**src/rtl/vga_frame_capture.sv**
```systemverilog
// vga_frame_capture: VGA sink that rebuilds pixel coordinates from sync edges
// and writes one full frame to a buffer per request. Option macro: VGA_CAPTURE_DOWNSAMPLE_2X_EN.
module vga_frame_capture #(
   parameter int H_SYNC_CYC = 96,
   parameter int H_START    = 144,
   parameter int H_ACT      = 640,
   parameter int H_TOTAL    = 800,
   parameter int V_START    = 35,
   parameter int V_ACT      = 480,
   parameter int V_TOTAL    = 525
) (
   input  logic        iCLK,
   input  logic        iRST_N,
   input  logic [7:0]  iVGA_R,
   input  logic [7:0]  iVGA_G,
   input  logic [7:0]  iVGA_B,
   input  logic        iVGA_H_SYNC,
   input  logic        iVGA_V_SYNC,
   input  logic        iCapture_Req,
   output logic        oBusy,
   output logic        oWrite,
   output logic [19:0] oAddress,
   output logic [9:0]  oCoord_X,
   output logic [9:0]  oCoord_Y,
   output logic [23:0] oData,
   output logic        oFrame_Done,
   output logic        oSync_Err
);

   localparam logic [9:0] H_S     = 10'(H_START);
   localparam logic [9:0] H_E     = 10'(H_START + H_ACT);
   localparam logic [9:0] V_S     = 10'(V_START);
   localparam logic [9:0] V_E     = 10'(V_START + V_ACT);
   localparam logic [9:0] H_LAST  = 10'(H_TOTAL - 1);
   localparam logic [9:0] V_LAST  = 10'(V_TOTAL - 1);
   localparam logic [9:0] CNT_MAX = 10'h3FF;

   // hsync must end before the first active pixel and the active window must fit the totals
   if (H_SYNC_CYC >= H_START || H_START + H_ACT > H_TOTAL ||
       V_START + V_ACT > V_TOTAL) begin : g_bad_timing
      $error("vga_frame_capture: inconsistent timing parameters");
   end

   typedef enum logic [1:0] {IDLE, ARMED, CAPTURE, DONE} state_t;

   state_t      state;
   logic [23:0] pix1;
   logic [23:0] pix2;
   logic        hs1;
   logic        hs2;
   logic        vs1;
   logic        vs2;
   logic        req1;
   logic [9:0]  h_cnt;
   logic [9:0]  v_cnt;
   logic        line_seen;
   logic        frame_seen;
   logic        h_fall;
   logic        v_fall;
   logic [9:0]  x;
   logic [9:0]  y;
   logic        in_act;
   logic        wr_en;
   logic        last_px;
   logic [9:0]  cx;
   logic [9:0]  cy;
   logic [19:0] addr;

   assign h_fall = hs2 & ~hs1;
   assign v_fall = vs2 & ~vs1;

   // register every input once, syncs twice for edge detection
   always_ff @(posedge iCLK or negedge iRST_N) begin
      if (!iRST_N) begin
         pix1 <= '0;
         hs1  <= 1'b0;
         hs2  <= 1'b0;
         vs1  <= 1'b0;
         vs2  <= 1'b0;
         req1 <= 1'b0;
      end else begin
         pix1 <= {iVGA_R, iVGA_G, iVGA_B};
         hs1  <= iVGA_H_SYNC;
         hs2  <= hs1;
         vs1  <= iVGA_V_SYNC;
         vs2  <= vs1;
         req1 <= iCapture_Req;
      end
   end

   // position counters, kept aligned with the pixel held in pix2
   always_ff @(posedge iCLK or negedge iRST_N) begin
      if (!iRST_N) begin
         pix2  <= '0;
         h_cnt <= '0;
         v_cnt <= '0;
      end else begin
         pix2 <= pix1;
         if (h_fall)
            h_cnt <= '0;
         else if (h_cnt != CNT_MAX)
            h_cnt <= h_cnt + 10'd1;
         if (v_fall)
            v_cnt <= '0;
         else if (h_fall && v_cnt != CNT_MAX)
            v_cnt <= v_cnt + 10'd1;
      end
   end

   // active-window decode and frame-buffer address of the pixel in pix2
   always_comb begin
      x      = h_cnt - H_S;
      y      = v_cnt - V_S;
      in_act = (h_cnt >= H_S) && (h_cnt < H_E) &&
               (v_cnt >= V_S) && (v_cnt < V_E);
`ifdef VGA_CAPTURE_DOWNSAMPLE_2X_EN
      wr_en   = in_act && !x[0] && !y[0];
      cx      = {1'b0, x[9:1]};
      cy      = {1'b0, y[9:1]};
      addr    = 20'(cy) * 20'(H_ACT / 2) + 20'(cx);
      last_px = (x == 10'(H_ACT - 2)) && (y == 10'(V_ACT - 2));
`else
      wr_en   = in_act;
      cx      = x;
      cy      = y;
      addr    = 20'(cy) * 20'(H_ACT) + 20'(cx);
      last_px = (x == 10'(H_ACT - 1)) && (y == 10'(V_ACT - 1));
`endif
   end

   // capture FSM with registered write port, status and timing checks
   always_ff @(posedge iCLK or negedge iRST_N) begin
      if (!iRST_N) begin
         state       <= IDLE;
         oBusy       <= 1'b0;
         oWrite      <= 1'b0;
         oAddress    <= '0;
         oCoord_X    <= '0;
         oCoord_Y    <= '0;
         oData       <= '0;
         oFrame_Done <= 1'b0;
         oSync_Err   <= 1'b0;
         line_seen   <= 1'b0;
         frame_seen  <= 1'b0;
      end else begin
         oWrite      <= 1'b0;
         oFrame_Done <= 1'b0;
         oBusy       <= (state != IDLE);
         if (h_fall)
            line_seen <= 1'b1;
         if (v_fall)
            frame_seen <= 1'b1;
         if (h_fall && line_seen && h_cnt != H_LAST)
            oSync_Err <= 1'b1;
         if (v_fall && frame_seen && v_cnt != V_LAST)
            oSync_Err <= 1'b1;
         unique case (state)
            IDLE: begin
               if (req1) begin
                  state     <= ARMED;
                  oSync_Err <= 1'b0;
               end
            end
            ARMED: begin
               if (v_fall)
                  state <= CAPTURE;
            end
            CAPTURE: begin
               if (v_fall) begin
                  state     <= IDLE;
                  oSync_Err <= 1'b1;
               end else if (wr_en) begin
                  oWrite   <= 1'b1;
                  oAddress <= addr;
                  oCoord_X <= cx;
                  oCoord_Y <= cy;
                  oData    <= pix2;
                  if (last_px)
                     state <= DONE;
               end
            end
            DONE: begin
               oFrame_Done <= 1'b1;
               state       <= IDLE;
            end
            default: state <= IDLE;
         endcase
      end
   end

endmodule

```
**config.mk**
```make
export PLATFORM = sky130hd
export DESIGN_NAME = vga_frame_capture
export DESIGN_NICKNAME = d
export VERILOG_FILES = /design/src/rtl/vga_frame_capture.sv
export SDC_FILE = /design/constraint.sdc
export NUM_CORES = 1
export LEC_CHECK = 0
export ABC_AREA = 1
export CAP_MARGIN = 0
export CORE_MARGIN = 2
export CORE_UTILIZATION = 54
export DETAILED_ROUTE_END_ITERATION = 7
export PLACE_DENSITY_LB_ADDON = 0.25
export SYNTH_ARGS = -nofsm -noshare
export SYNTH_HDL_FRONTEND = slang
export SYNTH_SLANG_ARGS = --single-unit
```
**constraint.sdc**
```tcl
create_clock -name iCLK -period 3.7 [get_ports iCLK]
set_clock_uncertainty 0.05 [all_clocks]
set_input_delay 0.37 -clock iCLK [delete_from_list [all_inputs] [get_ports iCLK]]
set_output_delay 0.37 -clock iCLK [all_outputs]
set_load 0.005 [all_outputs]
```
==> metrics <==
status=complete, no violations; Final Wtd Congestion=0.903; final worst slack=0.416 ns; dpl cell area=7160 um^2; post-route clock period utilization=88.8%; Core Box Area=11300 um^2; Root Buffer=clkbuf_16; FF+latch count, synth=138; Worst-Skew Late Latency=0.42 ns; Antenna Cells=0; Synth Instances=693; commonest non-fill, non-tap cell in the layout=nand2_1; TritonCTS buffer count=17; multiplexer area fraction after synthesis=0%; commonest cells after routing, fill and taps aside=nand2_1, dfrtp_1, clkdlybuf4s50_1; Die Span Y=111 um; Leakage=3.89 nW; WS Path Type=flop to flop; CP peak stage delay=0.59 ns; post-synthesis simple-gate area fraction=23.8%; crit-path cells=ha_1 -> inv_1 -> nand3_1 -> nand2_1 -> inv_1 -> ha_1 -> fa_1 -> nand2_1 -> nor2_1 -> nand2_1 -> a21oi_1 -> nand3_1 -> nor2_2 -> nand3_1 -> nand2_1 -> nand3_1 -> nand2_1; initial antenna violation count=0; Setup-failing EPs final=0; DRT Pass-1 Iters=5; VDD IR max=0.000361 V; Design Area, Final=7730 um^2; Worst-Margin Slew=1.07 ns; Via density=5.16; startpoint class of the critical path=flop; H-tree depth=4; Slew headroom=28.8%; Final Hold Fails=0; RSZ-0062 raised after global routing=no; CP endpoint kind=flop; post-DP HPWL=9310 um; mapped cell area=6180 um^2; CP bufs+invs=2; Yosys warnings=0; minimum clock period=3.28 ns; Cell variety after synth=32; grt total ovfl=0; FILL cells=885; Antenna Violating Nets Remaining=0; max-cap viol count=0; Crit-path slowest cell=fa_1; largest family of logic cells by synthesized area=simple AND/OR/NAND/NOR gates; Worst Path Max Fanout=5; die width=111 um; setup TNS=0 ns; total track usage=23.7%; largest net degree at the start of global routing=123; Vias=4870; Layout Nets=846; Synth Area in Compound Gates=6.00%; P&R area growth vs syn=25.1%; CP top delay family=adder cells; crit path DAT=3.60 ns; DRT iter0 DRCs=323; CTS Buffer Depth=2; mean routed wirelength per cell=14.2 um; max-slew violations=0; Mean Syn Cell Area=8.91 um^2; net count after synthesis=751; die area=12300 um^2; Adder-Cell Fraction of Synth Area=6.12%; Hold WC Path Type=input port to asynchronous set/reset pin; Cell Rows=39; XOR/XNOR Fraction of Synth Area=1.13%; CTS tree=built; DRC errors left=0; vias in the first global route=4912; Pwr Density=489 nW/um^2; IO Port Bufs=96; wire length of the first global-routing pass=23300 um; WHS=0.0548 ns; most numerous cell on the critical path=nand2_1; I/O pin count=97; fmax=0.304 GHz; Tot Pwr=3.78 mW; postcts setup bufs=0; Starting Density=54.8%; WL final=13400 um; Place WS=0.427 ns; Worst Path Required=4.01 ns; register area share after synthesis=55.9%; Sink Count=138; clock-pin slew on the worst setup and hold paths=0.06 ns; share of cells above drive strength 1=5.99%
==> synthesized netlist by cell type (all sizes together) <==
library cell	instances	share of area (%)
o21bai	2	0.24
o211ai	1	0.12
o311ai	1	0.14
a21oi	15	1.2
dfrtp	138	56
nor3	7	0.75
a311oi	1	0.14
a31oi	4	0.41
nor2	43	2.7
nand4	10	1.0
xor2	4	0.57
xnor2	4	0.57
buf	21	2.7
nand3b	3	0.36
ha	27	5.5
or2	3	0.30
nor4	1	0.10
clkbuf	2	0.12
a21boi	1	0.12
fa	2	0.65
o21ai	42	3.4
inv	68	4.1
nand3	42	3.4
o22ai	2	0.20
nand2	249	15
==> registers in the layout, indices dropped and copies added, names as in the netlist, 2 cells and up <==
name,count
pix2,24
oData,24
v_cnt,10
oCoord_X,3
pix1,24
h_cnt,10
oAddress,20
state,2
oCoord_Y,10
==> per-layer routing <==
metal  share of wire (%)  global-route usage, %
met4                 1.5                   8.08
met5                   0                      0
met1                  43                   29.3
met3                 6.2                   7.22
met2                  50                   39.9
==> where the power goes <==
| group | switching (mW) | total (mW) | internal [mW] |
|---|---|---|---|
| registers | 0.0472 | 1.63 | 1.59 |
| logic | 0.328 | 0.557 | 0.228 |
| clock network | 0.650 | 1.59 | 0.942 |
==> logic make-up after synthesis <==
kind of cell	count (synthesis)
buffers and inverters	91
DFF	138
adders and majority gates	29
xor gates and xnor gates	8
AOI/OAI and AO/OA	69
and+or+nand+nor	358
==> final cells by class <==
type                            instances  area (um^2)  share of cell area (%)
Sequential cell                       138         3450                    44.7
Multi-Input combinational cell        464         2290                    29.7
Timing Repair Buffer                   99          985                    12.7
Clock buffer                           19          443                    5.73
Inverter                               68          255                    3.30
Tap cell                              143          179                    2.32
Clock inverter                         13          118                    1.52
==> repair_timing <==
action / 4_1_cts / 5_1_grt
endpoints found under the setup margin: 0 / 1
resized for setup: 0 / 1
hold buffers: 0 / 0
==> final timing paths <==
path	startpoint	slack, ns	to	depth (start not counted)
worst max-delay path	v_cnt[0]$_DFFE_PN0P_	0.42	oAddress[18]$_DFFE_PN0P_	17
worst min-delay path	iRST_N	0.05	vs1$_DFF_PN0_	1
worst max register to register	v_cnt[0]$_DFFE_PN0P_	0.42	oAddress[18]$_DFFE_PN0P_	17
worst min register to register	pix1[15]$_DFF_PN0_	0.29	pix2[15]$_DFF_PN0_	0
max in group asynchronous	iRST_N	2.66	pix2[13]$_DFF_PN0_	2
min in group iCLK	pix1[15]$_DFF_PN0_	0.29	pix2[15]$_DFF_PN0_	0
==> through the flow <==
stage          utilization (%)  std cells
2_1_floorplan                -        693
3_3_place_gp              63.5        912
3_5_place_dp              63.5        912
4_1_cts                   68.5        944
5_1_grt                   68.5        944
6_report                  68.5        944
Note: power is estimated with default switching activity, not from simulation.
